## config.mk

```make
export PLATFORM = sky130hd
export DESIGN_NAME = imul_req_arbiter
export DESIGN_NICKNAME = d
export VERILOG_FILES = /design/src/rtl/imul_req_arbiter.sv
export SDC_FILE = /design/constraint.sdc
export NUM_CORES = 1
export LEC_CHECK = 0
export ABC_CLOCK_PERIOD_IN_PS = 6300
export BUFFER_PORTS_ARGS = -buffer_cell sky130_fd_sc_hd__clkbuf_2
export CORE_AREA = 2 2 105 107
export CTS_CLUSTER_SIZE = 20
export DETAILED_ROUTE_END_ITERATION = 8
export DIE_AREA = 0 0 107 109
export REMOVE_ABC_BUFFERS = 1
export SETUP_SLACK_MARGIN = 0.5
export SLEW_MARGIN = 20
export SYNTH_ARGS = -nofsm -noshare
export SYNTH_HDL_FRONTEND = slang
export SYNTH_SLANG_ARGS = --single-unit
```

## constraint.sdc

```tcl
create_clock -name clk -period 6.3 [get_ports clk]
set_input_delay 1.26 -clock clk [delete_from_list [all_inputs] [get_ports clk]]
set_output_delay 1.26 -clock clk [all_outputs]
set_load 0.02 [all_outputs]
```

## src/rtl/imul_req_arbiter.sv

```systemverilog
// Shares one integer multiplier among NREQ requesters: round-robin request
// arbitration, with responses routed back in issue order through a tag FIFO.
module imul_req_arbiter #(
    parameter int NREQ         = 2,
    parameter int MAX_INFLIGHT = 4
) (
    input  logic                clk,
    input  logic                reset,
    input  logic [NREQ-1:0]     req_val,
    output logic [NREQ-1:0]     req_rdy,
    input  logic [64*NREQ-1:0]  req_msg,
    output logic [NREQ-1:0]     resp_val,
    input  logic [NREQ-1:0]     resp_rdy,
    output logic [31:0]         resp_msg,
    output logic                mul_req_val,
    input  logic                mul_req_rdy,
    output logic [63:0]         mul_req_msg,
    input  logic                mul_resp_val,
    output logic                mul_resp_rdy,
    input  logic [31:0]         mul_resp_msg
);

    localparam int PW = $clog2(NREQ);
    localparam int AW = $clog2(MAX_INFLIGHT);
    localparam int CW = AW + 1;
    localparam logic [CW-1:0] FULL_CNT = CW'(MAX_INFLIGHT);
    localparam logic [PW-1:0] LAST_REQ = PW'(NREQ - 1);

    logic [PW-1:0] prio_q,  prio_d;
    logic [AW-1:0] head_q,  head_d;
    logic [AW-1:0] tail_q,  tail_d;
    logic [CW-1:0] count_q, count_d;
    logic [PW-1:0] tag_mem [MAX_INFLIGHT];

    logic          any_val;
    logic [PW-1:0] grant;
    logic [PW-1:0] scan_idx;
    logic          fifo_empty;
    logic          can_issue;
    logic          issue_fire;
    logic          ret_fire;
    logic [PW-1:0] owner;

    // ------------------------------------------------------------------
    // Issue side
    // ------------------------------------------------------------------

    // Rotating scan: the first valid requester at or after prio wins.
    always_comb begin
        // NOTE: every combinational output gets a default up front, so no
        // path through the loop can leave it unassigned and infer a latch.
        any_val  = 1'b0;
        grant    = '0;
        scan_idx = '0;
        for (int k = 0; k < NREQ; k++) begin
            scan_idx = PW'((int'(prio_q) + k) % NREQ);
            if (!any_val && req_val[scan_idx]) begin
                any_val = 1'b1;
                grant   = scan_idx;
            end
        end
    end

    assign fifo_empty  = (count_q == '0);
    assign can_issue   = (count_q != FULL_CNT) && reset;
    assign mul_req_val = can_issue && any_val;
    assign mul_req_msg = req_msg[int'(grant)*64 +: 64];
    assign issue_fire  = mul_req_val && mul_req_rdy;

    always_comb begin
        req_rdy = '0;
        if (can_issue && any_val && mul_req_rdy) begin
            req_rdy[grant] = 1'b1;
        end
    end

    // ------------------------------------------------------------------
    // Return side
    // ------------------------------------------------------------------

    // The head tag names the owner of the oldest outstanding request.
    assign owner        = tag_mem[head_q];
    assign resp_msg     = mul_resp_msg;
    assign mul_resp_rdy = !fifo_empty && resp_rdy[owner];
    assign ret_fire     = mul_resp_val && mul_resp_rdy;

    always_comb begin
        resp_val = '0;
        for (int i = 0; i < NREQ; i++) begin
            resp_val[i] = mul_resp_val && !fifo_empty && (owner == PW'(i));
        end
    end

    // ------------------------------------------------------------------
    // Next state
    // ------------------------------------------------------------------

    always_comb begin
        prio_d  = prio_q;
        head_d  = head_q;
        tail_d  = tail_q;
        count_d = count_q;

        // Priority only rotates on an actual issue, never on idle or stall.
        if (issue_fire) begin
            prio_d = (grant == LAST_REQ) ? '0 : grant + 1'b1;
            tail_d = tail_q + 1'b1;
        end
        if (ret_fire) begin
            head_d = head_q + 1'b1;
        end

        case ({issue_fire, ret_fire})
            2'b10:   count_d = count_q + 1'b1;
            2'b01:   count_d = count_q - 1'b1;
            default: count_d = count_q;
        endcase
    end

    always_ff @(posedge clk or negedge reset) begin
        if (!reset) begin
            prio_q  <= '0;
            head_q  <= '0;
            tail_q  <= '0;
            count_q <= '0;
        end else begin
            // NOTE: registers take non-blocking assignments so every flop
            // samples the pre-edge value regardless of statement order.
            prio_q  <= prio_d;
            head_q  <= head_d;
            tail_q  <= tail_d;
            count_q <= count_d;
        end
    end

    // NOTE: the tag storage is deliberately not reset; an entry is only read
    // while count says it holds a tag written by an earlier push.
    always_ff @(posedge clk) begin
        if (issue_fire) begin
            tag_mem[tail_q] <= grant;
        end
    end

`ifndef SYNTHESIS
    a_no_orphan_resp : assert property (
        @(posedge clk) disable iff (!reset) !(mul_resp_val && fifo_empty)
    ) else $error("imul_req_arbiter: multiplier response with nothing in flight");

    function automatic string line_trace();
        string s;
        s = "";
        for (int i = 0; i < NREQ; i++) begin
            s = {s, $sformatf("%b%b:%h ", req_val[i], req_rdy[i], req_msg[64*i +: 64])};
        end
        s = {s, $sformatf("(%0d %0d)", prio_q, count_q)};
        for (int i = 0; i < NREQ; i++) begin
            s = {s, $sformatf(" %b%b:%h", resp_val[i], resp_rdy[i], resp_msg)};
        end
        return s;
    endfunction
`endif

endmodule

```

==> impl_metrics.ini <==
[run_status]
outcome = finished clean

[finish]
nNetsFinal = 508
multi_input_area_mm2 = 0.00108
antennaDiodeCount = 0
stdcell_count = 473
fill_cells = 1161
area_growth_pct = 57.1
layout-drive-gt1-share_pct = 83.8
register_area_um2 = 320

[clock_tree]
cts_tree = built
clk_path_buf_depth = 2
numCtsBuffers = 3
clkLatencyLatePin_ns = 0.23
ctsResizeCount = 0
ctsRootBufferMaster = clkbuf_8
clk_pin_slew_ns = 0.05
clkSinkCount = 12
cts_max_level = 1
postCtsSetupRepairBufs = 0
hold_buffers = 0

[routing]
ant_nets = 0
via_count = 1884
drc = 0
avgViaCountPerCell = 3.98
wl_mm = 7.48
wl_per_cell_um = 15.8
first_pass_iters = 4
drt_iter0_drc = 42

[timing]
tightest_slew_ns = 0.817
fin_tns_setup_ns = 0
fin_ws_ns = 2.23
slew_violations = 0
min_period_ns = 4.07
setup_viol = 0
skew_ns = 0.00296
fmax_mhz = 246
final.period_utilization_pct = 64.6
max_slew_margin_pct = 45.5
rsz0062_at_grt = false
hold_violations = 0

[global_routing]
grt_pass1_vias = 1838
grt_usage_pct = 11.8
antenna_found_initial = 0
grt_max_degree = 68
gr-total-overflow = 0
grt_pass1_wl_mm = 10.5

[worst_setup_path]
worstSetupStartpointType = input port
cp_cell_sequence = clkbuf_2 -> inv_1 -> o21ai_4 -> buf_4 -> mux2_2 -> clkbuf_2
critPathArrivalTime_ns = 2.81
crit_path_top_delay_cell = buf_4
critPathKind = in -> out
max_stage_delay_ns = 0.60
crit_required_ns = 5.04
end_kind = output pin
cpMostUsedCell = clkbuf_2
worst-path-max-fanout = 67

[floorplan]
coreArea_mm2 = 0.0106
dieArea_mm2 = 0.0117
ioPinCount = 270
rows = 38
start_util_pct = 16.1
die_width_um = 107
dieHeight_um = 109

[yosys]
yosysWarnings = 0
synthDistinctLibCells = 23
yosys_register_bits = 12
synth_area_mm2 = 0.00171
seq_area_frac_synth_pct = 18.7
avgSynthCellArea_um2 = 10.6
syn_inst = 162

[power_and_ir_drop]
power_density_mw_per_mm2 = 234
cell_internal_pwr_mw = 0.347
p_comb_share_pct = 66.6
ir_worst_vdd_v = 0.000122
sw_frac_of_total_pct = 44.8
clkPwrFrac_pct = 11.1
pwr-share-seq_pct = 22.3
switching_power_mw = 0.281
power.leakage_nw = 1.48

[place]
gp_congestion = 0.794
hpwl_mm = 6.78
dp.cells = 469
port_buffers = 205
pre_cts_slack_ns = 2.22

[run]
drv_cap = 0

[worst_hold_path]
hold_class = reg -> reg
layout by cell type (no fill, tap or decap):
cell type  netlist  layout
a31oi_4          1       1
and3_1           4       4
buf_4           36       1
clkbuf_1         0       1
clkbuf_2         0     205
clkbuf_8         0       3
dfrtp_1          8       8
edfxtp_1         4       4
fa_1             1       1
ha_1             5       5
inv_1            7       7
mux2_2          66      66
mux2i_1          7       7
nand2_4          1       1
nor2_1           6       6
nor2b_1          1       1
nor3_1           1       1
nor3b_2          1       1
o21ai_0          1       1
o21ai_1          1       1
o21ai_4          0       1
o31ai_1          1       1
or2b_1           1       1
xnor2_1          2       2
xor2_1           3       3
Yosys cell counts:
cell type,n,area share [%]
nor3_1,1,0.29
o21ai_2,1,0.51
and3_1,4,1.5
o21ai_0,1,0.29
nor2b_1,1,0.37
nor3b_2,1,0.73
or2b_1,1,0.44
o31ai_1,1,0.44
nand2_4,1,0.66
a31oi_4,1,1.2
buf_4,36,16
nor2_1,6,1.3
buf_2,3,0.88
xnor2_1,2,1.0
ha_1,5,3.7
fa_1,1,1.2
inv_1,7,1.5
dfrtp_1,8,12
mux2_2,66,43
xor2_1,3,1.5
o21ai_1,1,0.29
edfxtp_1,4,7.0
mux2i_1,7,4.1
layout make-up:
type,instances,area share (%)
sequential,12,11.9
clock buffer,4,1.68
inverter,7,0.979
tap,140,6.52
timing repair buffer,206,38.5
multi-input combinational,104,40.4
registers in the layout, summed over array words and instances (netlist names):
name / count
tag_mem: 4
count_q: 3
head_q: 2
tail_q: 2
prio_q: 1
final timing paths:
kind	startpoint	endpoint	slack, ns	cells past startpoint
max in group asynchronous	reset	count_q[1]$_DFFE_PN0P_	5.22	1
min reg2reg	count_q[0]$_DFFE_PN0P_	count_q[0]$_DFFE_PN0P_	0.51	1
min	count_q[0]$_DFFE_PN0P_	count_q[0]$_DFFE_PN0P_	0.51	1
max reg2reg	head_q[1]$_DFFE_PN0P_	count_q[2]$_DFFE_PN0P_	3.98	10
max	req_val[0]	mul_req_msg[53]	2.23	6
min in group asynchronous	reset	head_q[1]$_DFFE_PN0P_	0.88	1
layer usage:
metal  track usage (%)  share of wire [%]  vias up
li1                  -                  -      879
met1              15.1                 41      859
met2              17.9                 46      140
met3              6.40                 12        4
met4             0.557              0.013        2
met5              5.36               0.62        -
cell families (layout without fill, tap and decap cells):
family	Yosys count	in the layout	synth area share, %
xor+xnor	5	5	2.56
buf+inv	46	217	18.2
fa+ha+maj	6	6	4.83
compound gates	5	5	2.78
flops	12	12	18.7
mux	73	73	47.6
simple gates	15	15	5.27
worst max-delay path: cells and delay by family:
family	cells	cell delay, ns
multiplexers	1	0.44
AO/OA/AOI/OAI	1	0.11
buffers and inverters	4	0.91
metrics by stage:
| stage | power [mW] | cell area [µm²] | hold slack (ns) | util, % |
|---|---|---|---|---|
| 4_1_cts | 0.639 | 2690 | 0.512 | 25.3 |
| 6_report | 0.629 | 2690 | 0.509 | 25.3 |
| 2_1_floorplan | 0.422 | 1420 | 0.468 | - |
| 3_5_place_dp | 0.564 | 2640 | 0.501 | 24.9 |
| 5_1_grt | 0.682 | 2690 | 0.542 | 25.3 |
| 3_3_place_gp | 0.552 | 2640 | 0.492 | 24.9 |
power groups by stage:
stage | Sequential, mW | Clock, mW | Combinational (mW)
2_1_floorplan | 0.135 | 0 | 0.287
3_3_place_gp | 0.139 | 0 | 0.412
3_5_place_dp | 0.142 | 0 | 0.422
4_1_cts | 0.141 | 0.0729 | 0.425
5_1_grt | 0.145 | 0.0763 | 0.460
6_report | 0.140 | 0.0697 | 0.419
(Power assumes the default switching activity.)
